===== src/rtl/counter_share_scheduler.sv =====
// Round-robin scheduler that time-shares one enable counter among NREQ requesters.
// Each granted run clears the counter, enables it for exactly len counts, then pulses done.
module counter_share_scheduler #(
  parameter int unsigned NREQ  = 4,
  parameter int unsigned WIDTH = 8
) (
  input  logic                    clk,
  input  logic                    reset,
  input  logic [NREQ-1:0]         req,
  input  logic [NREQ*WIDTH-1:0]   len,
  input  logic [WIDTH-1:0]        cnt_result,
  output logic                    cnt_reset,
  output logic                    cnt_ena,
  output logic [NREQ-1:0]         grant,
  output logic [NREQ-1:0]         done,
  output logic                    abort,
  output logic                    busy
);

  localparam int unsigned IW = (NREQ > 1) ? $clog2(NREQ) : 1;

  typedef enum logic [1:0] {
    S_IDLE  = 2'd0,
    S_CLEAR = 2'd1,
    S_RUN   = 2'd2,
    S_DONE  = 2'd3
  } state_t;

  state_t           r_state;
  state_t           w_state_nx;
  logic [IW-1:0]    r_ptr;
  logic [IW-1:0]    w_ptr_nx;
  logic [IW-1:0]    r_own;
  logic [IW-1:0]    w_own_nx;
  logic [IW-1:0]    w_own_inc;
  logic [IW-1:0]    w_win;
  logic [WIDTH-1:0] r_len_q;
  logic [WIDTH-1:0] w_len_nx;
  logic             w_found;
  logic             w_own_req;
  int unsigned      w_idx;

  // Round-robin search starting at r_ptr; first set request wins.
  always_comb begin
    w_found = 1'b0;
    w_win   = r_ptr;
    w_idx   = 0;
    for (int unsigned k = 0; k < NREQ; k++) begin
      w_idx = (32'(r_ptr) + k) % NREQ;
      if (!w_found && req[w_idx]) begin
        w_found = 1'b1;
        w_win   = IW'(w_idx);
      end
    end
  end

  assign w_own_inc = (32'(r_own) == NREQ - 1) ? '0 : r_own + IW'(1);
  assign w_own_req = req[r_own];

  always_ff @(posedge clk) begin
    if (reset) begin
      r_state <= S_IDLE;
      r_ptr   <= '0;
      r_own   <= '0;
      r_len_q <= '0;
    end else begin
      r_state <= w_state_nx;
      r_ptr   <= w_ptr_nx;
      r_own   <= w_own_nx;
      r_len_q <= w_len_nx;
    end
  end

  // Next state and output decode; losing req[own] in CLEAR/RUN aborts the run.
  always_comb begin
    w_state_nx = r_state;
    w_ptr_nx   = r_ptr;
    w_own_nx   = r_own;
    w_len_nx   = r_len_q;
    cnt_reset  = reset;
    cnt_ena    = 1'b0;
    grant      = '0;
    done       = '0;
    abort      = 1'b0;
    busy       = (r_state != S_IDLE);
    case (r_state)
      S_IDLE: begin
        if (w_found) begin
          w_own_nx   = w_win;
          w_len_nx   = len[32'(w_win)*WIDTH +: WIDTH];
          w_state_nx = S_CLEAR;
        end
      end
      S_CLEAR: begin
        grant[r_own] = 1'b1;
        cnt_reset    = 1'b1;
        if (!w_own_req) begin
          abort      = 1'b1;
          w_ptr_nx   = w_own_inc;
          w_state_nx = S_IDLE;
        end else begin
          w_state_nx = S_RUN;
        end
      end
      S_RUN: begin
        grant[r_own] = 1'b1;
        if (!w_own_req) begin
          abort      = 1'b1;
          w_ptr_nx   = w_own_inc;
          w_state_nx = S_IDLE;
        end else if (cnt_result == r_len_q) begin
          w_state_nx = S_DONE;
        end else begin
          cnt_ena = 1'b1;
        end
      end
      S_DONE: begin
        grant[r_own] = 1'b1;
        done[r_own]  = 1'b1;
        w_ptr_nx     = w_own_inc;
        w_state_nx   = S_IDLE;
      end
      default: w_state_nx = S_IDLE;
    endcase
  end

endmodule


===== config.mk =====
export PLATFORM = sky130hd
export DESIGN_NAME = counter_share_scheduler
export DESIGN_NICKNAME = d
export VERILOG_FILES = /design/src/rtl/counter_share_scheduler.sv
export SDC_FILE = /design/constraint.sdc
export NUM_CORES = 1
export LEC_CHECK = 0
export BUFFER_PORTS_ARGS = -buffer_cell sky130_fd_sc_hd__buf_2
export CAP_MARGIN = 0
export CORE_MARGIN = 5
export CORE_UTILIZATION = 40
export DETAILED_ROUTE_END_ITERATION = 8
export PLACE_DENSITY = 0.82
export REMOVE_ABC_BUFFERS = 1
export SYNTH_ARGS = -nofsm -noshare
export SYNTH_HDL_FRONTEND = slang
export SYNTH_SLANG_ARGS = --single-unit

===== constraint.sdc =====
create_clock -name clk -period 2.5 [get_ports clk]
set_clock_uncertainty 0.1 [all_clocks]
set_input_delay 0.125 -clock clk [delete_from_list [all_inputs] [get_ports clk]]
set_output_delay 0.125 -clock clk [all_outputs]
set_load 0.02 [all_outputs]

# Word level (Yosys, flattened, before mapping)
# Index checks and enable logic that the tools add are counted.
dict set report classes {
  muxes 35
  reduce_logical 15
  n_lt_le_gt_ge 6
  shifts 1
  addsub 4
  n_eq_ne 8
}
# op n
set ops {}
lappend ops {{$shiftx A32 B6 Y8} 1}
lappend ops {{$mux W2} 9}
lappend ops {{$mux W1} 16}
lappend ops {{$lt A2 B3 Y1 const B} 5}
lappend ops {{$bmux W1 S2} 5}
lappend ops {{$eq A8 B8 Y1} 1}
lappend ops {{$mux W4} 2}
lappend ops {{$pmux W2 S4} 1}
lappend ops {{$eq A2 B2 Y1 const B} 3}
lappend ops {{$reduce_and A2 Y1} 3}
lappend ops {{$add A2 B1 Y2 const B} 2}
lappend ops {{$add A2 B2 Y2 const B} 2}
lappend ops {{$logic_and A1 B1 Y1} 4}
lappend ops {{$ne A2 B2 Y1 const B} 2}
lappend ops {{$pmux W2 S2} 1}
lappend ops {{$reduce_bool A2 Y1} 2}
lappend ops {{$logic_not A1 Y1} 3}
lappend ops {{$ne A3 B3 Y1 const B} 1}
lappend ops {{$reduce_or A3 Y1} 1}
lappend ops {{$demux W1 S2} 1}
lappend ops {{$eq A2 B1 Y1 const B} 1}
lappend ops {{$ge A2 B1 Y1 const B} 1}
lappend ops {{$logic_not A2 Y1} 1}
lappend ops {{$reduce_or A2 Y1} 1}
dict set report totals {
  input_bits 46
  elab_cells 73
  regBits 14
}

# Logic depth before layout (Yosys ltp)
dict set report depth {
  word_depth 14
  mapped_depth 7
  mapped_depth_nobuf 7
}

# Worst setup path after synthesis
# OpenSTA, ideal clock, no wires.
dict set report synth_timing {
  path_type {register to register}
  from {register r_own[0]}
  to {register r_state[1]}
  path_buffers 0
  slack_ns 0.587
  stages_incl_launch_ff 6
  arrival_time_ns 1.743
  synth_period_minus_slack_ns 1.913
  required_time_ns 2.330
  path_cell_list {dfxtp_1 > mux4_2 > nand2_2 > a21oi_2 > or4b_1 > a21oi_1}
}
dict set report synth_via {
  elab_chain_cells 4
  elab_cells_between_ends 7
}
# item line_no
set synth_lines {}
lappend synth_lines {{start, declared} 33} ;# logic [IW-1:0] r_own;
lappend synth_lines {{start signal, assigned} 69} ;# r_own <= w_own_nx;
lappend synth_lines {{$bmux W1 S2 *} 58} ;# assign w_own_req = req[r_own];
lappend synth_lines {{$mux W1 (implied by the code) *} 58}
lappend synth_lines {{$mux W2 (tied with other cells)} 107} ;# if (!w_own_req) begin
lappend synth_lines {{$pmux W2 S4 / $reduce_and A2 Y1 (equally long branches)} -}
lappend synth_lines {{end signal, assigned} 67} ;# r_state <= w_state_nx;
lappend synth_lines {{end, declared} 29} ;# state_t r_state;
# Mark *: on every way between the ends. The rest lies on a longest branch, timed or not. The select of a mux whose other input is x is not followed.
# A chain may end at the register's enable or synchronous reset.

# Final worst setup path
dict set report layout_timing {
  from {register r_ptr[1]}
  to {register r_len_q[0]}
}
dict set report layout_via {
  elab_chain_cells 13
  elab_cells_between_ends 26
}
# item line_no
set layout_lines {}
lappend layout_lines {{start, declared} 31} ;# logic [IW-1:0] r_ptr;
lappend layout_lines {{start signal, assigned} 68} ;# r_ptr <= w_ptr_nx;
lappend layout_lines {{branches (longest 13 deep; another with $add A2 B1 Y2)} -}
lappend layout_lines {{end signal, assigned} 70} ;# r_len_q <= w_len_nx;
lappend layout_lines {{end, declared} 37} ;# logic [WIDTH-1:0] r_len_q;
# Parallel ways; which one is timed is not known. The select of a mux whose other input is x is not followed.

==> metrics.csv <==
metric;value;unit
status;finished clean;
routed_via_density;5.08;
core;2710;um^2
grt_overflow;0;
post_cts_resized;0;
rsz0062_at_grt;no;
h-tree-depth;1;
grt_use_met1;0.152;
dp_hpwl;2280;um
cts_tree;done;
syn_avg_cell_area;10.4;um^2
postCtsSetupRepairBufs;0;
synthDistinctLibCells;30;
fillers;242;
postSynthCellCount;106;
power_density;476;nW/um^2
critical_path_class;register to register;
start_util;0.407;
vdd_ir_drop_max;0.000263;V
slowest_delay;600;ps
synth_top_family_by_area;multiplexers;
crit_required;2580;ps
critPathLaunchType;register;
hold_violations;0;
rr_worst_depth;5;
synth_warnings;0;
path_max_fanout;9;
drive_gt1_frac;0.467;
endpoint_kind;register;
routedWlPerCell;13.7;um
placed_area;1420;um^2
drt_iter0_markers;11;
firstDrtPassIters;4;
crit_chain;nand3b_1, o31ai_1, o31ai_2, mux4_2, a22o_1;
ioPinCount;58;
die_h;62.5;um
clk_transition_reported_paths;80;ps
synth_fa_ha_area_frac;0.0907;
design_area;1460;um^2
cap_violations;0;
setup_viol;0;
cts_inserted_buffers;3;
antenna_cells;0;
yosys-mux-area-fraction;0.222;
relSlewSlack;0.515;
reg2reg_to;r_len_q[0];
drv_slew;0;
synth-simple-area-share;0.177;
synth_xor_area_frac;0.0635;
p_leak;0.703;nW
synth_compound_area_frac;0.166;
critPathLaunch;r_ptr[1];
drc;0;
tns;0;ps
cts_hold_buffers;0;
grt.total_usage;0.138;
antenna_found_initial;0;
cts_sinks;14;
dieWidth;62.5;um
row_count;19;
critPathArrivalTime;2080;ps
netlist_area;1100;um^2
root_buffer;clkbuf_4;
nets;220;
use_met3;0.0360;
cts.path.max_buffers;2;
cp_slowest_cell;o31ai_2;
fmax;0.500;GHz
num_vias;995;
busiest_layer;met2;
worst_slew_pin_slew;723;ps
rrSetupSlack;500;ps
ys_ff_latch;14;
period_minus_slack;2000;ps
place_congestion;0.784;
fp.dieArea;3910;um^2
critPathCapture;r_len_q[0];
grt_pass1_vias;1039;
detail-route-antenna-nets;0;
grt_pass1_wl;4450;um
clkLatencyLatePin;280;ps
area_growth;32.0;%
totalWireLength;2680;um
rr_startpoint;r_ptr[1];
hp-class;primary input to register;
use_met2;0.244;
ys_seq_area_frac;0.254;
finalCritPeriodShare;0.800;
grt_max_degree;10;
io_buffers;57;
## area by class of cell
cell class                      instances  area (um^2)  area share
Timing Repair Buffer                   57          285       0.196
Tap cell                               31         38.8      0.0266
Inverter                                6         22.5      0.0155
Multi-Input combinational cell         84          793       0.545
Sequential cell                        14          280       0.192
Clock buffer                            4         36.3      0.0249
## worst max-delay path, delay by kind of cell (launching register included)
| kind | cells | cell delay [ps] |
|---|---|---|
| multiplexers | 1 | 420 |
| AO/OA/AOI/OAI | 3 | 890 |
| flip-flops | 1 | 360 |
| AND/OR/NAND/NOR | 1 | 110 |
## state kept, by name, summed over array words and instances, names as in the netlist
name     cells
r_len_q      8
r_own        2
r_ptr        2
r_state      2
## cells in the mapped netlist, drive strengths merged
library cell / number / area, um^2
mux4: 9 / 214
nand2: 2 / 10.0
o31ai: 2 / 20.0
nand2b: 1 / 6.26
mux2i: 2 / 20.0
or4b: 1 / 10.0
and2b: 1 / 8.76
nand3b: 1 / 7.51
nor2b: 8 / 52.6
ha: 8 / 100
buf: 1 / 3.75
a22o: 8 / 70.1
a21oi: 7 / 46.3
or2: 1 / 6.26
clkbuf: 1 / 3.75
xor2: 8 / 70.1
inv: 6 / 22.5
o221ai: 1 / 26.3
and2: 6 / 37.5
mux2: 1 / 11.3
o21ai: 4 / 20.0
dfxtp: 14 / 280
nor2: 10 / 37.5
nor4: 3 / 18.8
## routing by layer
layer  share of wire  vias up
met5               0        -
met3           0.056        5
met1            0.42      449
met4           0.021        0
li1                -      510
met2            0.51       31
## through the flow
| stage | power (mW) | std cells | setup WS [ps] | utilization | hold slack (ps) |
|---|---|---|---|---|---|
| after floorplan | 0.457 | 104 | 588 | - | 94.1 |
| after global placement | 0.528 | 192 | 575 | 0.524 | 316 |
| after detailed placement | 0.540 | 192 | 504 | 0.524 | 325 |
| after CTS | 0.703 | 196 | 477 | 0.537 | 15.3 |
| after global routing | 0.737 | 196 | 338 | 0.537 | 25.3 |
| final | 0.694 | 196 | 501 | 0.537 | 20.3 |
## layout by cell type (no fill, tap or decap), types with 4 or more instances in the layout
master and count:
a21oi_1 4, nor2b_1 7, a22o_1 8, xor2_1 8, inv_1 6, buf_2 57, mux4_2 6, dfxtp_1 14
nor2_1 10, and2_1 6, ha_1 8
## power breakdown
part / switching, mW / total (mW) / internal [mW]
sequential: 0.0266 / 0.278 / 0.251
clock: 0.0731 / 0.162 / 0.0887
combinational: 0.116 / 0.254 / 0.138
## cells by family (layout without fill, tap and decap cells)
kind of cell               after synthesis  count (layout)
AOI/OAI and AO/OA                       22              22
buffers and inverters                    8              67
muxes                                   12              12
and+or+nand+nor                         34              34
DFF                                     14              14
adders and majority gates                8               8
xor gates and xnor gates                 8               8
## worst min-delay path by stage
stage	from	slack [ps]	depth (start not counted)	to
2_1_floorplan	reset	90	1	r_state[1]
3_3_place_gp	reset	320	2	r_state[1]
3_5_place_dp	reset	330	2	r_own[0]
4_1_cts	reset	20	2	r_own[0]
5_1_grt	reset	30	2	r_own[0]
6_report	reset	20	2	r_own[0]
(Power assumes the default switching activity.)
